**src/rtl/mem_arbiter_if.sv**
```systemverilog
// Bundle of the requester handshakes and the shared memory bus seen by mem_arbiter.
// The slave modport is the arbiter's view; master is the core/memory environment.
interface mem_arbiter_if;
    logic        i_req;
    logic [31:0] i_addr;
    logic [31:0] i_rdata;
    logic        i_ack;

    logic        d_req;
    logic        d_we;
    logic [31:0] d_addr;
    logic [31:0] d_wdata;
    logic [31:0] d_rdata;
    logic        d_ack;

    logic        err;

    logic        m_req;
    logic        m_we;
    logic [31:0] m_addr;
    logic [31:0] m_wdata;
    logic [31:0] m_rdata;
    logic        m_ack;

    modport slave (
        input  i_req, i_addr, d_req, d_we, d_addr, d_wdata, m_rdata, m_ack,
        output i_rdata, i_ack, d_rdata, d_ack, err, m_req, m_we, m_addr, m_wdata
    );

    modport master (
        output i_req, i_addr, d_req, d_we, d_addr, d_wdata, m_rdata, m_ack,
        input  i_rdata, i_ack, d_rdata, d_ack, err, m_req, m_we, m_addr, m_wdata
    );
endinterface

```
**src/rtl/mem_arbiter.sv**
```systemverilog
// Arbitrates instruction fetch and data access onto one single-port memory bus.
// Data has priority, limited by a burst counter so fetch cannot starve; stalled accesses time out.
module mem_arbiter #(
    parameter int MAX_D_BURST = 4,
    parameter int TIMEOUT     = 16
) (
    input  logic        clk,
    input  logic        rst,
    mem_arbiter_if.slave bus
);
    localparam int CW = $clog2(MAX_D_BURST + 1);
    localparam int TW = $clog2(TIMEOUT);
    localparam logic [CW-1:0] D_MAX  = CW'(MAX_D_BURST);
    localparam logic [TW-1:0] T_LAST = TW'(TIMEOUT - 1);

    typedef enum logic [1:0] {IDLE, BUSY, RESP} state_t;
    typedef enum logic {OWN_I, OWN_D} owner_t;

    state_t        state_q,   state_d;
    owner_t        owner_q,   owner_d;
    logic [CW-1:0] d_cnt_q,   d_cnt_d;
    logic [TW-1:0] tcnt_q,    tcnt_d;
    logic          m_req_q,   m_req_d;
    logic          m_we_q,    m_we_d;
    logic [31:0]   m_addr_q,  m_addr_d;
    logic [31:0]   m_wdata_q, m_wdata_d;
    logic [31:0]   i_rdata_q, i_rdata_d;
    logic [31:0]   d_rdata_q, d_rdata_d;
    logic          i_ack_q,   i_ack_d;
    logic          d_ack_q,   d_ack_d;
    logic          err_q,     err_d;

    always_ff @(posedge clk or negedge rst) begin
        if (!rst) begin
            state_q   <= IDLE;
            owner_q   <= OWN_I;
            d_cnt_q   <= '0;
            tcnt_q    <= '0;
            m_req_q   <= 1'b0;
            m_we_q    <= 1'b0;
            m_addr_q  <= '0;
            m_wdata_q <= '0;
            i_rdata_q <= '0;
            d_rdata_q <= '0;
            i_ack_q   <= 1'b0;
            d_ack_q   <= 1'b0;
            err_q     <= 1'b0;
        end else begin
            state_q   <= state_d;
            owner_q   <= owner_d;
            d_cnt_q   <= d_cnt_d;
            tcnt_q    <= tcnt_d;
            m_req_q   <= m_req_d;
            m_we_q    <= m_we_d;
            m_addr_q  <= m_addr_d;
            m_wdata_q <= m_wdata_d;
            i_rdata_q <= i_rdata_d;
            d_rdata_q <= d_rdata_d;
            i_ack_q   <= i_ack_d;
            d_ack_q   <= d_ack_d;
            err_q     <= err_d;
        end
    end

    always_comb begin
        state_d   = state_q;
        owner_d   = owner_q;
        d_cnt_d   = d_cnt_q;
        tcnt_d    = tcnt_q;
        m_req_d   = m_req_q;
        m_we_d    = m_we_q;
        m_addr_d  = m_addr_q;
        m_wdata_d = m_wdata_q;
        i_rdata_d = i_rdata_q;
        d_rdata_d = d_rdata_q;
        i_ack_d   = 1'b0;
        d_ack_d   = 1'b0;
        err_d     = err_q;

        case (state_q)
            IDLE: begin
                if (bus.d_req && (!bus.i_req || (d_cnt_q < D_MAX))) begin
                    owner_d   = OWN_D;
                    m_we_d    = bus.d_we;
                    m_addr_d  = bus.d_addr;
                    m_wdata_d = bus.d_wdata;
                    m_req_d   = 1'b1;
                    tcnt_d    = '0;
                    state_d   = BUSY;
                    if (!bus.i_req) begin
                        d_cnt_d = '0;
                    end else if (d_cnt_q != D_MAX) begin
                        d_cnt_d = d_cnt_q + 1'b1;
                    end
                end else if (bus.i_req) begin
                    owner_d   = OWN_I;
                    m_we_d    = 1'b0;
                    m_addr_d  = bus.i_addr;
                    m_wdata_d = '0;
                    m_req_d   = 1'b1;
                    tcnt_d    = '0;
                    d_cnt_d   = '0;
                    state_d   = BUSY;
                end
            end
            BUSY: begin
                // A memory ack in the final timeout cycle still completes the access normally.
                if (bus.m_ack) begin
                    if (owner_q == OWN_D) begin
                        d_rdata_d = m_we_q ? 32'h0 : bus.m_rdata;
                        d_ack_d   = 1'b1;
                    end else begin
                        i_rdata_d = bus.m_rdata;
                        i_ack_d   = 1'b1;
                    end
                    err_d   = 1'b0;
                    m_req_d = 1'b0;
                    state_d = RESP;
                end else if (tcnt_q == T_LAST) begin
                    if (owner_q == OWN_D) begin
                        d_rdata_d = '0;
                        d_ack_d   = 1'b1;
                    end else begin
                        i_rdata_d = '0;
                        i_ack_d   = 1'b1;
                    end
                    err_d   = 1'b1;
                    m_req_d = 1'b0;
                    state_d = RESP;
                end else begin
                    tcnt_d = tcnt_q + 1'b1;
                end
            end
            RESP: begin
                err_d   = 1'b0;
                state_d = IDLE;
            end
            default: begin
                state_d = IDLE;
            end
        endcase
    end

    assign bus.m_req   = m_req_q;
    assign bus.m_we    = m_we_q;
    assign bus.m_addr  = m_addr_q;
    assign bus.m_wdata = m_wdata_q;
    assign bus.i_rdata = i_rdata_q;
    assign bus.d_rdata = d_rdata_q;
    assign bus.i_ack   = i_ack_q;
    assign bus.d_ack   = d_ack_q;
    assign bus.err     = err_q;
endmodule

```
**src/flat_wrapper.sv**
```systemverilog
// flat-port wrapper written by rule: the top's interface ports become plain ports
module mem_arbiter_flat 
#(
    parameter int MAX_D_BURST = 4,
    parameter int TIMEOUT     = 16
)
  (clk, rst, bus_i_req, bus_i_addr, bus_d_req, bus_d_we, bus_d_addr, bus_d_wdata, bus_m_rdata, bus_m_ack, bus_i_rdata, bus_i_ack, bus_d_rdata, bus_d_ack, bus_err, bus_m_req, bus_m_we, bus_m_addr, bus_m_wdata);
  mem_arbiter_if bus_i ();
  input  logic clk;
  input  logic rst;
  input wire logic [$bits(bus_i.i_req)-1:0] bus_i_req;
  input wire logic [$bits(bus_i.i_addr)-1:0] bus_i_addr;
  input wire logic [$bits(bus_i.d_req)-1:0] bus_d_req;
  input wire logic [$bits(bus_i.d_we)-1:0] bus_d_we;
  input wire logic [$bits(bus_i.d_addr)-1:0] bus_d_addr;
  input wire logic [$bits(bus_i.d_wdata)-1:0] bus_d_wdata;
  input wire logic [$bits(bus_i.m_rdata)-1:0] bus_m_rdata;
  input wire logic [$bits(bus_i.m_ack)-1:0] bus_m_ack;
  output wire logic [$bits(bus_i.i_rdata)-1:0] bus_i_rdata;
  output wire logic [$bits(bus_i.i_ack)-1:0] bus_i_ack;
  output wire logic [$bits(bus_i.d_rdata)-1:0] bus_d_rdata;
  output wire logic [$bits(bus_i.d_ack)-1:0] bus_d_ack;
  output wire logic [$bits(bus_i.err)-1:0] bus_err;
  output wire logic [$bits(bus_i.m_req)-1:0] bus_m_req;
  output wire logic [$bits(bus_i.m_we)-1:0] bus_m_we;
  output wire logic [$bits(bus_i.m_addr)-1:0] bus_m_addr;
  output wire logic [$bits(bus_i.m_wdata)-1:0] bus_m_wdata;
  assign bus_i.i_req = bus_i_req;
  assign bus_i.i_addr = bus_i_addr;
  assign bus_i.d_req = bus_d_req;
  assign bus_i.d_we = bus_d_we;
  assign bus_i.d_addr = bus_d_addr;
  assign bus_i.d_wdata = bus_d_wdata;
  assign bus_i.m_rdata = bus_m_rdata;
  assign bus_i.m_ack = bus_m_ack;
  assign bus_i_rdata = bus_i.i_rdata;
  assign bus_i_ack = bus_i.i_ack;
  assign bus_d_rdata = bus_i.d_rdata;
  assign bus_d_ack = bus_i.d_ack;
  assign bus_err = bus_i.err;
  assign bus_m_req = bus_i.m_req;
  assign bus_m_we = bus_i.m_we;
  assign bus_m_addr = bus_i.m_addr;
  assign bus_m_wdata = bus_i.m_wdata;
  mem_arbiter #(.MAX_D_BURST(MAX_D_BURST), .TIMEOUT(TIMEOUT)) u_core (.clk(clk), .rst(rst), .bus(bus_i));
endmodule
```
**config.mk**
```make
export PLATFORM = sky130hd
export DESIGN_NAME = mem_arbiter_flat
export DESIGN_NICKNAME = d
export VERILOG_FILES = /design/src/rtl/mem_arbiter_if.sv /design/src/rtl/mem_arbiter.sv /design/src/flat_wrapper.sv
export SDC_FILE = /design/constraint.sdc
export NUM_CORES = 1
export LEC_CHECK = 0
export BUFFER_PORTS_ARGS = -buffer_cell sky130_fd_sc_hd__buf_2
export CAP_MARGIN = 20
export CORE_AREA = 2 2 166 87
export CTS_BUF_LIST = sky130_fd_sc_hd__clkbuf_8
export DETAILED_ROUTE_END_ITERATION = 8
export DIE_AREA = 0 0 168 89
export PLACE_DENSITY_LB_ADDON = 0.08
export SYNTH_ARGS = -nofsm -noshare
export SYNTH_HDL_FRONTEND = slang
export SYNTH_SLANG_ARGS = --single-unit
```
**constraint.sdc**
```tcl
create_clock -name clk -period 1.85 [get_ports clk]
set_input_delay 0.0925 -clock clk [delete_from_list [all_inputs] [get_ports clk]]
set_output_delay 0.0925 -clock clk [all_outputs]
set_load 0.01 [all_outputs]
```
# Word level (Yosys, flattened, before mapping)
# Cells that the tools add are included.
# W data, S select, Z words.
word_totals:
  out_inout_bits: 133
  ff_bits: 143
op_classes:
  n_reduce_logical: 16
  eq_ne: 9
  n_mux: 46
  n_bitwise: 1
  n_addsub: 2
  n_lt_le_gt_ge: 1
ops:
  columns: ["operator", "count"]
  rows:
  - ["$mux W32", 13]
  - ["$mux W1", 17]
  - ["$mux W4", 4]
  - ["$mux W3", 4]
  - ["$reduce_and A3 Y1", 4]
  - ["$mux W2", 4]
  - ["$pmux W4 S2", 1]
  - ["$reduce_bool A2 Y1", 4]
  - ["$ne A3 B2 Y1 const B", 2]
  - ["$ne A3 B3 Y1 const B", 2]
  - ["$reduce_and A2 Y1", 3]
  - ["$add A4 B1 Y4 const B", 1]
  - ["$eq A4 B4 Y1 const B", 1]
  - ["$ne A2 B2 Y1 const B", 2]
  - ["$pmux W1 S2", 2]
  - ["$pmux W2 S2", 1]
  - ["$reduce_and A4 Y1", 1]
  - ["$add A3 B1 Y3 const B", 1]
  - ["$lt A3 B3 Y1 const B", 1]
  - ["$eq A2 B1 Y1 const B", 1]
  - ["$eq A2 B2 Y1 const B", 1]
  - ["$logic_not A2 Y1", 1]
  - ["$logic_and A1 B1 Y1", 1]
  - ["$logic_not A1 Y1", 1]
  - ["other kinds (2)", 2]

# Depth between registers and ports, before layout
depth:
  word_depth: 5
  ltp_mapped: 7

# Least setup slack after synthesis
# No wires, ideal clock.
synth_path:
  path_type: "reg2reg"
  from: "reg u_core.state_q[0]"
  to: "reg u_core.tcnt_q[2]"
  period_less_slack_ps: 1596
  stages_incl_launch_ff: 7
  t_arrival_ps: 1472
  path_slack_ps: 254
  setup_time_ps: 124
  t_required_ps: 1726
  cell_sequence: "dfrtp_1 -> inv_1 -> ha_1 -> or3b_4 -> nand3_2 -> nor3_1 -> a211o_1"
synth_via:
  elab_chain_len: 3
synth_lines:
  columns: ["item", "line", "source"]
  rows:
  - ["start: declaration", "mem_arbiter.sv:19", "state_t state_q, state_d;"]
  - ["start signal: assignment", "mem_arbiter.sv:49", "state_q <= state_d;"]
  - ["$eq A2 B1 Y1 or $logic_not A2 Y1 (tied branches)", "mem_arbiter.sv:80", "case (state_q)"]
  - ["$ne A2 B2 Y1 (no line), or another cell as far along", null, null]
  - ["$reduce_and A4 Y1 (no line)", null, null]
  - ["end signal: assignment", "mem_arbiter.sv:52", "tcnt_q <= tcnt_d;"]
  - ["end: declaration", "mem_arbiter.sv:22", "logic [TW-1:0] tcnt_q, tcnt_d;"]
# Several ways; a longest one is shown, not always the timed one.
# A chain may end at the register's enable or synchronous reset.

# Worst setup path in the final report
layout_path:
  from: "reg u_core.d_cnt_q[2]"
  to: "reg u_core.m_addr_q[14] (netlist: u_core.bus.m_addr[14])"
layout_via:
  elab_chain_len: 5
layout_lines:
  columns: ["item", "line", "source"]
  rows:
  - ["start: declaration", "mem_arbiter.sv:21", "logic [CW-1:0] d_cnt_q, d_cnt_d;"]
  - ["start signal: assignment", "mem_arbiter.sv:51", "d_cnt_q <= d_cnt_d;"]
  - ["$lt A3 B3 Y1 *", "mem_arbiter.sv:82", "if (bus.d_req && (!bus.i_req || (d_cnt_q < D_MAX))) begin"]
  - ["$logic_or A1 B1 Y1 *", "mem_arbiter.sv:82", null]
  - ["$logic_and A1 B1 Y1 *", "mem_arbiter.sv:82", null]
  - ["$reduce_bool A2 Y1 (no line)", null, null]
  - ["$reduce_and A2 Y1 (no line)", null, null]
  - ["end signal: assignment", "mem_arbiter.sv:55", "m_addr_q <= m_addr_d;"]
  - ["end: declaration", "mem_arbiter.sv:25", "logic [31:0] m_addr_q, m_addr_d;"]
# Mark *: on every way between the ends. The rest lies on a longest branch, timed or not.

==> flow_summary_export.csv <==
group,metric,value,unit
outcome,status,"finished, violations left",
outcome,failed_checks,"setup timing",
routing,drt-pass1-iter-count,5,
clock_network,clock_latency,450,ps
power_and_ir_drop,powerDensity,1390,mW/mm²
critical_path,criticalPathCategory,"flip-flop to flip-flop",
clock_network,cts_tree,"built",
critical_path,start_kind,"flip-flop",
sta,hold_viol,0,
floorplan,die_w,168,µm
sta,relSlewSlack,62.9,%
routing,drc_errors,0,
clock_network,numCtsBuffers,17,
yosys,synth_seq_area_share,60.4,%
yosys,ys_seq_elements,143,
clock_network,clk_pin_slew,90,ps
yosys,synth.avg_cell_area,10.5,µm²
floorplan,fp.dieArea,0.0150,mm²
sta,fin_ws,-10.4,ps
clock_network,cts_max_level,4,
critical_path,critPathRequiredTime,2180,ps
yosys,synth_edf_count,0,
finish,num_antenna_cells,0,
floorplan,core_area,0.0133,mm²
global_routing,grt_pass1_wl,28.6,mm
finish,layout-drive-gt1-share,36.1,%
critical_path,path_cells,"a21boi_4 > buf_4 > clkbuf_16 > buf_4 > buf_4 > buf_4 > buf_4 > mux2i_2 > o21ai_1",
power_and_ir_drop,p_leak,0.00513,µW
global_routing,grt.overflow.total,0,
clock_network,cts.sinks,143,
critical_path,worstPathArrival,2190,ps
yosys,yosysWarnings,0,
sta,tightest_slew,557,ps
critical_path,crit_top_cell,"buf_4",
critical_path,end_kind,"flip-flop",
floorplan,rows,30,
global_routing,track_usage,24.6,%
yosys,synth_cell_types,40,
sta,drv_slew,0,
floorplan,initial_utilization,44.5,%
sta,fmax,0.538,GHz
yosys,ys.flop_type,"dfrtp_1",
clock_network,cts_root_buffer,"clkbuf_8",
global_routing,grt_max_degree,66,
routing,wl,19.2,mm
critical_path,cp_slowest_cell,"dfrtp_2",
job,cap_viol_max_count,0,
finish,area_delta_synth_final,60.9,%
routing,antenna_left,0,
routing,vias,5821,
placed_design,dpl_cell_area,0.00750,mm²
global_routing,antenna_found_initial,0,
critical_path,cp_max_fo,4,
finish,layout.nets,1123,
finish,final_area,0.00953,mm²
routing,vias_per_cell,4.97,
routing,dr.first_iter.drc_count,318,
routing,drt-wirelength-per-cell,16.4,µm
clock_network,cts.path.max_buffers,2,
yosys,post_synth_instance_area,0.00592,mm²
yosys,syn-instance-count,562,
sta,finalSetupViolCount,1,
sta,period_share,101,%
critical_path,crit_buf_inv,6,
sta,clock_skew,15.5,ps
worst_hold_path,holdCritPathClass,"input pin to flip-flop",
sta,fin_tns_setup,-10.4,ps
floorplan,die_h,89,µm
sta,period_needed,1860,ps
yosys,async_reset_ff_share,100,%
yosys,syn-num-nets,703,
placed_design,hpwl,10.9,mm
critical_path,max_stage_delay,430,ps
placed_design,globalplace.congestion,0.795,
critical_path,crit_family,"buffers and inverters",
global_routing,grt_pass1_vias,5745,
floorplan,ios,267,
power_and_ir_drop,peakVddDrop,0.689,mV
placed_design,numPortBuffers,266,
state kept, by name, summed over array words and instances, names as in the netlist:
signal,cells
u_core.bus.d_ack,1
u_core.bus.i_rdata,32
u_core.bus.i_ack,1
u_core.bus.m_we,1
u_core.bus.err,1
u_core.owner_q,1
u_core.bus.m_addr,32
u_core.bus.m_wdata,32
u_core.bus.m_req,1
u_core.tcnt_q,4
u_core.bus.d_rdata,32
u_core.state_q,2
u_core.d_cnt_q,3
metrics by stage:
step	cells	util [%]	hold WS, ps	power (µW)	worst slack, ps
6_report	1171	71.5	65.1	13200	-10.4
5_1_grt	1171	71.5	70.8	14100	-95.9
4_1_cts	1147	69.6	47.4	13100	46.4
3_5_place_dp	984	56.3	92.2	9980	87.5
3_3_place_gp	984	56.3	87.4	9850	133
2_1_floorplan	562	-	-203	7780	254
cell usage after synthesis, types with 2 or more instances:
master | instances | area (µm²)
buf_6 | 3 | 33.8
inv_1 | 7 | 26.3
dfrtp_1 | 143 | 3580
mux2i_1 | 33 | 330
buf_2 | 15 | 75.1
a22o_1 | 35 | 307
o21ai_0 | 35 | 175
nand3_1 | 33 | 165
clkbuf_1 | 14 | 52.6
a32o_1 | 2 | 20.0
ha_1 | 7 | 87.6
a21oi_1 | 2 | 10.0
o21ai_1 | 32 | 160
nand2_1 | 169 | 634
buf_4 | 7 | 52.6
metal layers:
metal	routed length [µm]	part of all wire, %	up-vias	global-route usage, %
met5	0	0	-	0
met4	357	1.9	0	9.01
met3	1200	6.2	33	6.15
met2	9410	49	224	42.7
met1	8290	43	2810	30.5
li1	-	-	2754	-
area by class of cell:
cell class / instances / area (µm²)
Clock buffer: 18 / 248
Clock inverter: 14 / 215
Fill cell: 979 / 3800
Inverter: 8 / 32.5
Multi-Input combinational cell: 372 / 2140
Sequential cell: 143 / 3580
Tap cell: 176 / 220
Timing Repair Buffer: 440 / 3090
path summary, 6_finish.rpt:
path | from | to | slack [ps] | depth (start not counted)
setup / recovery | u_core.d_cnt_q[2] | u_core.bus.m_addr[14] | -10 | 9
hold / removal | bus_m_ack | u_core.bus.m_req | 70 | 4
setup reg to reg | u_core.d_cnt_q[2] | u_core.bus.m_addr[14] | -10 | 9
hold reg to reg | u_core.bus.i_rdata[23] | u_core.bus.i_rdata[23] | 470 | 2
max in group asynchronous | rst | u_core.d_cnt_q[2] | 1010 | 3
min in group asynchronous | rst | u_core.bus.d_rdata[28] | 150 | 2
placed cells by master (no fill, tap or decap), types with 3 or more instances in the layout:
master / synthesis / routed
buf_2: 15 / 265
nand2_1: 169 / 169
dfrtp_1: 143 / 142
dlygate4sd3_1: 0 / 123
buf_4: 7 / 36
o21ai_0: 35 / 35
a22o_1: 35 / 35
nand3_1: 33 / 32
o21ai_1: 32 / 31
mux2i_1: 33 / 29
clkbuf_8: 0 / 18
inv_1: 7 / 9
dlymetal6s4s_1: 0 / 8
ha_1: 7 / 6
bufinv_16: 0 / 5
buf_12: 0 / 5
mux2i_2: 0 / 4
clkinvlp_4: 0 / 3
worst reg2reg max path: stages (launching register included):
cell and delay [ps]:
dfrtp_2 430, a21boi_4 250, buf_4 160, clkbuf_16 120, buf_4 120, buf_4 120, buf_4 120, buf_4 110
mux2i_2 220, o21ai_1 90
cells by family (layout without fill, tap and decap cells):
kind of cell | Yosys count | count (layout) | synth area share, %
multiplexers | 34 | 34 | 5.77
adder cells (fa/ha/maj) | 7 | 7 | 1.48
AND/OR/NAND/NOR | 213 | 213 | 14.9
flip-flops | 143 | 143 | 60.4
AO/OA/AOI/OAI | 118 | 118 | 13.3
buffers and inverters | 47 | 480 | 4.12
where the power goes:
group	total [µW]	internal (µW)	switching (µW)
Sequential	5130	4420	711
Clock	2920	1640	1280
Combinational	5170	2260	2910
Total	13200	8330	4890
what timing repair did:
action                                  4_1_cts  5_1_grt
setup buffers                                 0       22
resized for setup                             0       16
endpoints found under the setup margin        0       51
hold buffers                                131       15
hold endpoints to repair                    180       15
(Power assumes the default switching activity.)
